## src/rtl/score_scan_ctrl_pkg.sv

```systemverilog
// Shared definitions for the score display controller: FSM states,
// digit slot indices, the dash code and BCD sizing helper.
package score_scan_ctrl_pkg;

  typedef enum logic [1:0] {
    ST_IDLE   = 2'd0,
    ST_SHIFT  = 2'd1,
    ST_COMMIT = 2'd2
  } state_t;

  localparam logic [1:0] DIG_R_ONES = 2'd0;
  localparam logic [1:0] DIG_R_TENS = 2'd1;
  localparam logic [1:0] DIG_L_ONES = 2'd2;
  localparam logic [1:0] DIG_L_TENS = 2'd3;

  localparam logic [3:0] DIGIT_DASH = 4'hF;

  // Number of BCD nibbles needed to hold a w-bit binary value. At least
  // three so that anything above 99 shows up in the hundreds nibble.
  function automatic int unsigned bcd_digits(input int unsigned w);
    int unsigned n;
    n = (w + 2) / 3;
    if (n < 3) n = 3;
    return n;
  endfunction

endpackage

```

## src/rtl/score_scan_ctrl_bin2bcd.sv

```systemverilog
// Single-score sequential double-dabble. i_start latches the binary value
// and clears the BCD accumulator; one shift-and-adjust iteration follows
// per clock until SCORE_W iterations are done. o_done is high during the
// cycle whose closing edge performs the final iteration.
module bin2bcd_seq
  import score_scan_ctrl_pkg::*;
#(
  parameter int unsigned SCORE_W = 7
) (
  input  logic               clk,
  input  logic               reset,
  input  logic               i_start,
  input  logic [SCORE_W-1:0] i_bin,
  output logic [7:0]         o_bcd2,
  output logic               o_ovf,
  output logic               o_done
);

  localparam int unsigned ND = bcd_digits(SCORE_W);
  localparam int unsigned BW = 4 * ND;
  localparam int unsigned CW = $clog2(SCORE_W + 1);

  logic [SCORE_W-1:0] r_bin;
  logic [BW-1:0]      r_bcd;
  logic [CW-1:0]      r_cnt;
  logic               r_lost;
  logic [BW-1:0]      w_adj;

  // Add-3 correction of every nibble that is 5 or more.
  always_comb begin
    w_adj = '0;
    for (int unsigned i = 0; i < ND; i++) begin
      w_adj[4*i +: 4] = (r_bcd[4*i +: 4] >= 4'd5) ? (r_bcd[4*i +: 4] + 4'd3)
                                                 : r_bcd[4*i +: 4];
    end
  end

  // Load on start, then shift the corrected BCD left with the binary MSB entering.
  always_ff @(posedge clk) begin
    if (reset) begin
      r_bin  <= '0;
      r_bcd  <= '0;
      r_cnt  <= '0;
      r_lost <= 1'b0;
    end else if (i_start) begin
      r_bin  <= i_bin;
      r_bcd  <= '0;
      r_cnt  <= CW'(SCORE_W);
      r_lost <= 1'b0;
    end else if (r_cnt != '0) begin
      r_bcd  <= {w_adj[BW-2:0], r_bin[SCORE_W-1]};
      r_bin  <= r_bin << 1;
      r_cnt  <= r_cnt - 1'b1;
      r_lost <= r_lost | w_adj[BW-1];
    end
  end

  assign o_bcd2 = r_bcd[7:0];
  assign o_ovf  = r_lost | (|r_bcd[BW-1:8]);
  assign o_done = (r_cnt == CW'(1));

endmodule

```

## src/rtl/score_scan_ctrl.sv

```systemverilog
// Seven-segment score display controller: accepts both binary scores over
// valid/ready, converts them to BCD in parallel, commits four digit
// registers atomically and scans them onto the digit decoder.
module score_scan_ctrl
  import score_scan_ctrl_pkg::*;
#(
  parameter int unsigned REFRESH_DIV = 100000,
  parameter int unsigned SCORE_W     = 7
) (
  input  logic               clk,
  input  logic               reset,
  input  logic [SCORE_W-1:0] score_l,
  input  logic [SCORE_W-1:0] score_r,
  input  logic               score_valid,
  output logic               score_ready,
  output logic [1:0]         en,
  output logic [3:0]         num
);

  localparam int unsigned PW = $clog2(REFRESH_DIV);

  state_t        r_state;
  state_t        w_next;
  logic          w_start;
  logic          w_commit;

  logic [7:0]    w_bcd_l;
  logic [7:0]    w_bcd_r;
  logic          w_ovf_l;
  logic          w_ovf_r;
  logic          w_done_l;
  logic          w_done_r;

  logic [3:0]    r_dig_lt;
  logic [3:0]    r_dig_lo;
  logic [3:0]    r_dig_rt;
  logic [3:0]    r_dig_ro;

  logic [PW-1:0] r_presc;
  logic [1:0]    r_en;
  logic [3:0]    w_num;

  bin2bcd_seq #(.SCORE_W(SCORE_W)) u_conv_l (
    .clk     (clk),
    .reset   (reset),
    .i_start (w_start),
    .i_bin   (score_l),
    .o_bcd2  (w_bcd_l),
    .o_ovf   (w_ovf_l),
    .o_done  (w_done_l)
  );

  bin2bcd_seq #(.SCORE_W(SCORE_W)) u_conv_r (
    .clk     (clk),
    .reset   (reset),
    .i_start (w_start),
    .i_bin   (score_r),
    .o_bcd2  (w_bcd_r),
    .o_ovf   (w_ovf_r),
    .o_done  (w_done_r)
  );

  // Conversion FSM state register.
  always_ff @(posedge clk) begin
    if (reset) r_state <= ST_IDLE;
    else       r_state <= w_next;
  end

  // Next state plus start/commit strobes.
  always_comb begin
    w_next   = r_state;
    w_start  = 1'b0;
    w_commit = 1'b0;
    case (r_state)
      ST_IDLE: begin
        if (score_valid) begin
          w_start = 1'b1;
          w_next  = ST_SHIFT;
        end
      end
      ST_SHIFT: begin
        if (w_done_l && w_done_r) w_next = ST_COMMIT;
      end
      ST_COMMIT: begin
        w_commit = 1'b1;
        w_next   = ST_IDLE;
      end
      default: w_next = ST_IDLE;
    endcase
  end

  // Display digit registers, all four written on the same edge; >99 shows dashes.
  always_ff @(posedge clk) begin
    if (reset) begin
      r_dig_lt <= '0;
      r_dig_lo <= '0;
      r_dig_rt <= '0;
      r_dig_ro <= '0;
    end else if (w_commit) begin
      r_dig_lt <= w_ovf_l ? DIGIT_DASH : w_bcd_l[7:4];
      r_dig_lo <= w_ovf_l ? DIGIT_DASH : w_bcd_l[3:0];
      r_dig_rt <= w_ovf_r ? DIGIT_DASH : w_bcd_r[7:4];
      r_dig_ro <= w_ovf_r ? DIGIT_DASH : w_bcd_r[3:0];
    end
  end

  // Free-running refresh prescaler and digit index.
  always_ff @(posedge clk) begin
    if (reset) begin
      r_presc <= '0;
      r_en    <= '0;
    end else if (r_presc == PW'(REFRESH_DIV - 1)) begin
      r_presc <= '0;
      r_en    <= r_en + 1'b1;
    end else begin
      r_presc <= r_presc + 1'b1;
    end
  end

  // Digit value mux over registered state only.
  always_comb begin
    w_num = '0;
    case (r_en)
      DIG_R_ONES: w_num = r_dig_ro;
      DIG_R_TENS: w_num = r_dig_rt;
      DIG_L_ONES: w_num = r_dig_lo;
      DIG_L_TENS: w_num = r_dig_lt;
      default:    w_num = '0;
    endcase
  end

  assign score_ready = (r_state == ST_IDLE);
  assign en          = r_en;
  assign num         = w_num;

endmodule

```

## config.mk

```make
export PLATFORM = sky130hd
export DESIGN_NAME = score_scan_ctrl
export DESIGN_NICKNAME = d
export VERILOG_FILES = /design/src/rtl/score_scan_ctrl_pkg.sv /design/src/rtl/score_scan_ctrl_bin2bcd.sv /design/src/rtl/score_scan_ctrl.sv
export SDC_FILE = /design/constraint.sdc
export NUM_CORES = 1
export LEC_CHECK = 0
export BUFFER_PORTS_ARGS = -buffer_cell sky130_fd_sc_hd__buf_2
export CORE_ASPECT_RATIO = 1.4
export CORE_MARGIN = 8
export CORE_UTILIZATION = 60
export CTS_BUF_LIST = sky130_fd_sc_hd__clkbuf_8
export CTS_CLUSTER_DIAMETER = 60
export CTS_CLUSTER_SIZE = 8
export DETAILED_ROUTE_END_ITERATION = 10
export GPL_ROUTABILITY_DRIVEN = 0
export HOLD_SLACK_MARGIN = 0.05
export PLACE_DENSITY = 0.79
export SETUP_SLACK_MARGIN = 0.4
export SYNTH_ARGS = -nofsm -noshare
export SYNTH_HDL_FRONTEND = slang
export SYNTH_SLANG_ARGS = --single-unit
```

## constraint.sdc

```tcl
create_clock -name clk -period 3.06 [get_ports clk]
set_clock_uncertainty 0.15 [all_clocks]
set_input_delay 0.153 -clock clk [delete_from_list [all_inputs] [get_ports clk]]
set_output_delay 0.153 -clock clk [all_outputs]
set_load 0.005 [all_outputs]
```

; ---- Word-level counts from Yosys, hierarchy flattened
; Cells that the tools add are included.
[word_totals]
mem_count = 0
regBits = 83
mem_bits_ro = 0
ram_bits = 0
elab_cells = 82
latchBits = 0
[op_classes]
shifts = 0
addsub = 10
order_cmp = 6
bitwise = 4
mux = 25
mul = 0
div = 0
n_eq_ne = 10
n_reduce_logical = 12
[ops]
columns = op, n
row1 = $mux 4, 10
row2 = $mux 7, 4
row3 = $add 4x2->4 const B, 6
row4 = $ge 4x3->1 const B, 6
row5 = $add 17x1->17 const B, 1
row6 = $eq 17x17->1 const B, 1
row7 = $pmux 4 s4, 1
row8 = $mux 3, 4
row9 = $reduce_or 4->1, 2
row10 = $eq 2x2->1 const B, 3
row11 = $eq 3x1->1 const B, 2
row12 = $reduce_bool 3->1, 2
row13 = $sub 3x1->3 const B, 2
row14 = $eq 2x1->1 const B, 2
row15 = $logic_not 2->1, 2
row16 = $mux 2, 2
row17 = $ne 2x2->1 const B, 2
row18 = $or 1x1->1, 4
row19 = $pmux 2 s2, 1
row20 = $reduce_bool 2->1, 2
row21 = $reduce_or 2->1, 2
row22 = $mux 1, 3
row23 = $add 2x1->2 const B, 1
row24 = $reduce_and 2->1, 1
row25 = $logic_and 1x1->1, 1

; ---- Depth between registers and ports, before layout
[depth]
depth_word = 4
ltp_mapped = 8
depth_no_buf = 6

; ---- Cells and area by module
; From an unflattened synthesis, not the netlist that was laid out.
[hier_totals]
cells_unflattened = 497
hier_area_um2 = 4206.5
[modules_own_cells]
columns = module, area_each_um2, seq_area_each_um2, instances, cells_per_inst
row1 = bin2bcd_seq, 1272.5, 460.4, 2, 153
row2 = score_scan_ctrl, 1661.6, 740.7, 1, 191

; ---- Worst setup path before layout
; OpenSTA, ideal clock, no wires.
[synth_path]
path_kind = register to register
startpoint = reg r_presc[0]
endpoint = reg r_presc[16]
slack_ns = 1.353
n_path_buf = 1
required_time_ns = 2.844
t_arrival_ns = 1.491
path_stages_with_launch = 7
synth_period_minus_slack_ns = 1.707
cell_sequence = dfxtp_1 -> ha_1 -> and4_1 -> buf_6 -> nand2_4 -> or4_4 -> a21oi_2
[synth_via]
elab_chain_cells = 2
word_cells_on_any_way = 3
classes_between = add/sub (1) / eq/ne (1) / reduce/logical (1)
[synth_lines]
columns = element, line_no
row1 = from (decl), score_scan_ctrl.sv:39  ; logic [PW-1:0] r_presc;
row2 = from (signal assigned), score_scan_ctrl.sv:116  ; r_presc <= r_presc + 1'b1;
row3 = branches (longest 2 deep; another with $add 17x1->17), n/a
; Parallel ways; which one is timed is not known.
; A chain may end at the register's enable or synchronous reset.

; ---- Final worst setup path
[layout_path]
startpoint = reg u_conv_l.r_cnt[0]
endpoint = reg u_conv_l.r_bcd[6]
[layout_via]
elab_chain_cells = 1
[layout_lines]
columns = element, line_no
row1 = from (decl), score_scan_ctrl_bin2bcd.sv:25  ; logic [CW-1:0] r_cnt;
row2 = from (signal assigned), score_scan_ctrl_bin2bcd.sv:48  ; r_cnt <= CW'(SCORE_W);
row3 = from (signal assigned), score_scan_ctrl_bin2bcd.sv:53  ; r_cnt <= r_cnt - 1'b1;
row4 = $reduce_bool 3->1, score_scan_ctrl_bin2bcd.sv:50  ; end else if (r_cnt != '0) begin
row5 = to (signal assigned), score_scan_ctrl_bin2bcd.sv:51  ; r_bcd <= {w_adj[BW-2:0], r_bin[SCORE_W-1]};
row6 = to (decl), score_scan_ctrl_bin2bcd.sv:24  ; logic [BW-1:0] r_bcd;
; No other way between the ends.

==> key figures <==
Synthesis
  – Post-synth top area cell: dfxtp_1
  – Syn Std Cell Area: 3990 um2
  – Yosys reg bits: 83
  – Synth area leaders: dfxtp_1 42%, nor2_1 8.5%, ha_1 7.8%, nand2_1 4.2%, xor2_1 3.1%
  – Syn avg cell area: 8.28 um2
  – Mapped Cells: 482
  – Seq/Total Area, Yosys: 41.6%
  – Synth top area share: 41.6%
  – Cell variety after synth: 38
  – Yosys warning count: 0
  – Post-synth net total: 524

Detailed routing
  – Detail Route Antenna Nets: 0
  – Iteration-0 DRC count of the detailed router: 165
  – DRC: 0
  – Final WL: 7.93 mm
  – Via count: 3319
  – Vias per cell: 5.68
  – Routed WL per cell: 13.6 um
  – TritonRoute pass-1 iters: 4

Min path
  – Worst hold path cell count: 4
  – Hold WC Path Type: primary input to register

CTS
  – Clk slew on worst S/H paths: 0.08 ns
  – Clk sinks: 83
  – Num CTS Buffers: 9
  – Longest Clk Path Bufs: 2
  – Clk_lat worst skew: 0.36 ns
  – CTS tree: yes
  – Postcts setup bufs: 0
  – Root buffer cell: clkbuf_8
  – H-tree depth: 3

Timing
  – Tmin final: 2.22 ns
  – Final worst path period share: 72.7%
  – Worst slew margin: 33.6%
  – Setup TNS: 0 ns
  – FMAX: 450 MHz
  – Final hold vios: 0
  – Final count of pins violating max slew: 0
  – Worst-Margin Slew: 0.994 ns
  – Finish-stage setup viols: 0
  – RSZ-0062 raised after global routing: no

Die
  – I/O pins: 24
  – Die Y: 113 um
  – Core area: 6530 um2
  – Starting Density: 61.2%
  – Die Wd: 84.9 um
  – FP Rows: 35
  – DIE AREA: 9560 um2

Global routing
  – Vias in the first global route: 3341
  – First-pass GRT wire length: 13.8 mm
  – Initial antenna violation count: 0
  – Largest net degree at the start of global routing: 44
  – GRT Total Usage: 17.4%
  – Gr ovfl total: 0

Pwr
  – Worst vdd ir: 0.460 mV
  – Sw Pwr: 0.724 mW
  – Clk pwr share: 34.5%
  – Power per cell area: 568 nW/um2
  – P_int: 1.81 mW
  – Sw frac: 28.6%
  – Combinational Power Share: 17.5%
  – Flop pwr share: 48.0%
  – Lkg Pwr: 1.75 nW

Critical path
  – Worst path required time: 3.15 ns
  – Worst Reg-to-Reg Cells: 6
  – Critical path data arrival time: 2.31 ns
  – Crit. End Element: register
  – Kind of critical path: register to register
  – CP Max Fanout: 18
  – Startpoint types: register

Place
  – Hpwl dp: 5.31 mm
  – Cell Area, Placed: 4090 um2
  – Port Buf Inserts: 23

Layout
  – Syn-to-layout area delta: 11.6%
  – Commonest cells after routing, fill and taps aside: 90 x nor2_1, 83 x dfxtp_1, 45 x nand2_1, 25 x ha_1, 24 x a21oi_1
  – # nets final: 547
  – Most common cell after layout, fill and taps aside: nor2_1
  – Final core utilization: 68.3%
  – Finished Cell Area: 4450 um2
  – Layout cells sized above 1: 9.02%
  – Diode count: 0

Run status
  – Outcome: finished clean

Flow run
  – Max-Cap Viols: 0
power by group through the flow:
stage | clock network, mW | logic [mW] | registers (mW)
6_report | 0.873 | 0.444 | 1.22
5_1_grt | 0.938 | 0.507 | 1.22
4_1_cts | 0.883 | 0.446 | 1.21
3_5_place_dp | 0 | 0.427 | 1.24
3_3_place_gp | 0 | 0.409 | 1.23
2_1_floorplan | 0 | 0.352 | 1.22
sequential cells by signal, indices dropped and copies added (netlist names), 2 cells and up:
register and cells:
r_presc 17, r_state 2, u_conv_r.r_bcd 12, r_dig_lo 4, u_conv_l.r_cnt 3, r_dig_rt 4, r_dig_lt 4, u_conv_l.r_bin 7
en 2, r_dig_ro 4, u_conv_r.r_bin 7, u_conv_l.r_bcd 12, u_conv_r.r_cnt 3
critical path, stage by stage, from the launching register on:
cell and delay, ns:
dfxtp_1 0.32, inv_1 0.11, ha_1 0.21, nor2b_1 0.54, buf_4 0.33, nor2_1 0.06
a2111oi_0 0.38
cell type report:
cell class / instances / area (um2)
Clock buffer: 10 / 138
Clock inverter: 6 / 88.8
Fill cell: 542 / 2070
Inverter: 23 / 86.3
Multi-Input combinational cell: 348 / 2110
Sequential cell: 83 / 1660
Tap cell: 74 / 92.6
Timing Repair Buffer: 40 / 278
cells by family after synthesis:
| logic type | Yosys count | synth area share, % |
|---|---|---|
| AO/OA/AOI/OAI | 79 | 13.4 |
| XOR/XNOR | 20 | 4.39 |
| flip-flops | 83 | 41.6 |
| AND/OR/NAND/NOR | 217 | 25.5 |
| adder cells (fa/ha/maj) | 25 | 7.83 |
| buffers and inverters | 51 | 5.55 |
| multiplexers | 7 | 1.76 |
timing repair:
item,in CTS,in global routing
resized for setup,0,0
hold endpoints to repair,14,0
hold buffers,14,0
per-stage QoR:
stage | std cells | setup WS [ns] | hold WS, ns | total power, mW
floorplan | 482 | 1.35 | 0.139 | 1.57
global placement | 554 | 0.966 | 0.245 | 1.64
detailed placement | 554 | 0.848 | 0.254 | 1.67
CTS | 584 | 0.828 | 0.0959 | 2.54
global route | 584 | 0.526 | 0.106 | 2.67
finish | 584 | 0.837 | 0.109 | 2.53
path summary, 6_finish.rpt:
kind / slack [ns] / end / start
max: 0.84 / u_conv_l.r_bcd[6]$_SDFFE_PP0P_ / u_conv_l.r_cnt[0]$_SDFFE_PP0P_
min: 0.11 / u_conv_l.r_bin[0]$_SDFFE_PP0P_ / score_valid
max reg2reg: 0.84 / u_conv_l.r_bcd[6]$_SDFFE_PP0P_ / u_conv_l.r_cnt[0]$_SDFFE_PP0P_
min reg2reg: 0.31 / u_conv_r.r_bcd[0]$_SDFFE_PP0P_ / u_conv_r.r_bin[6]$_SDFFE_PP0P_
Yosys cell counts:
| library cell | instances |
|---|---|
| nand3_1 | 16 |
| and4_1 | 4 |
| and3_1 | 4 |
| buf_6 | 2 |
| or2_2 | 1 |
| buf_4 | 2 |
| or4_4 | 1 |
| a2111oi_0 | 10 |
| nor4b_1 | 4 |
| buf_1 | 1 |
| inv_1 | 23 |
| mux2i_1 | 7 |
| nand2_1 | 45 |
| o21a_1 | 2 |
| and2_1 | 1 |
| nand3b_1 | 1 |
| nand2b_1 | 9 |
| nand4_1 | 7 |
| nor2b_1 | 3 |
| a21oi_1 | 24 |
| buf_2 | 6 |
| xor2_1 | 14 |
| o21ai_0 | 15 |
| clkbuf_1 | 17 |
| a222oi_1 | 4 |
| nor2_1 | 90 |
| nor3_1 | 22 |
| ha_1 | 25 |
| xnor2_1 | 6 |
| nor4bb_1 | 2 |
| a311oi_1 | 12 |
| nor3b_1 | 5 |
| a211oi_1 | 8 |
| dfxtp_1 | 83 |
| or3_1 | 1 |
| a21oi_2 | 1 |
| nand2_4 | 1 |
| o31ai_1 | 3 |
metal layers:
metal	vias to the layer above	share of wire, %	track usage, %
li1	1711	-	-
met1	1542	43	18.1
met2	56	52	31.8
met3	10	3.7	5.19
met4	0	1.4	5.97
met5	-	0	0
Note: power is estimated with default switching activity, not from simulation.
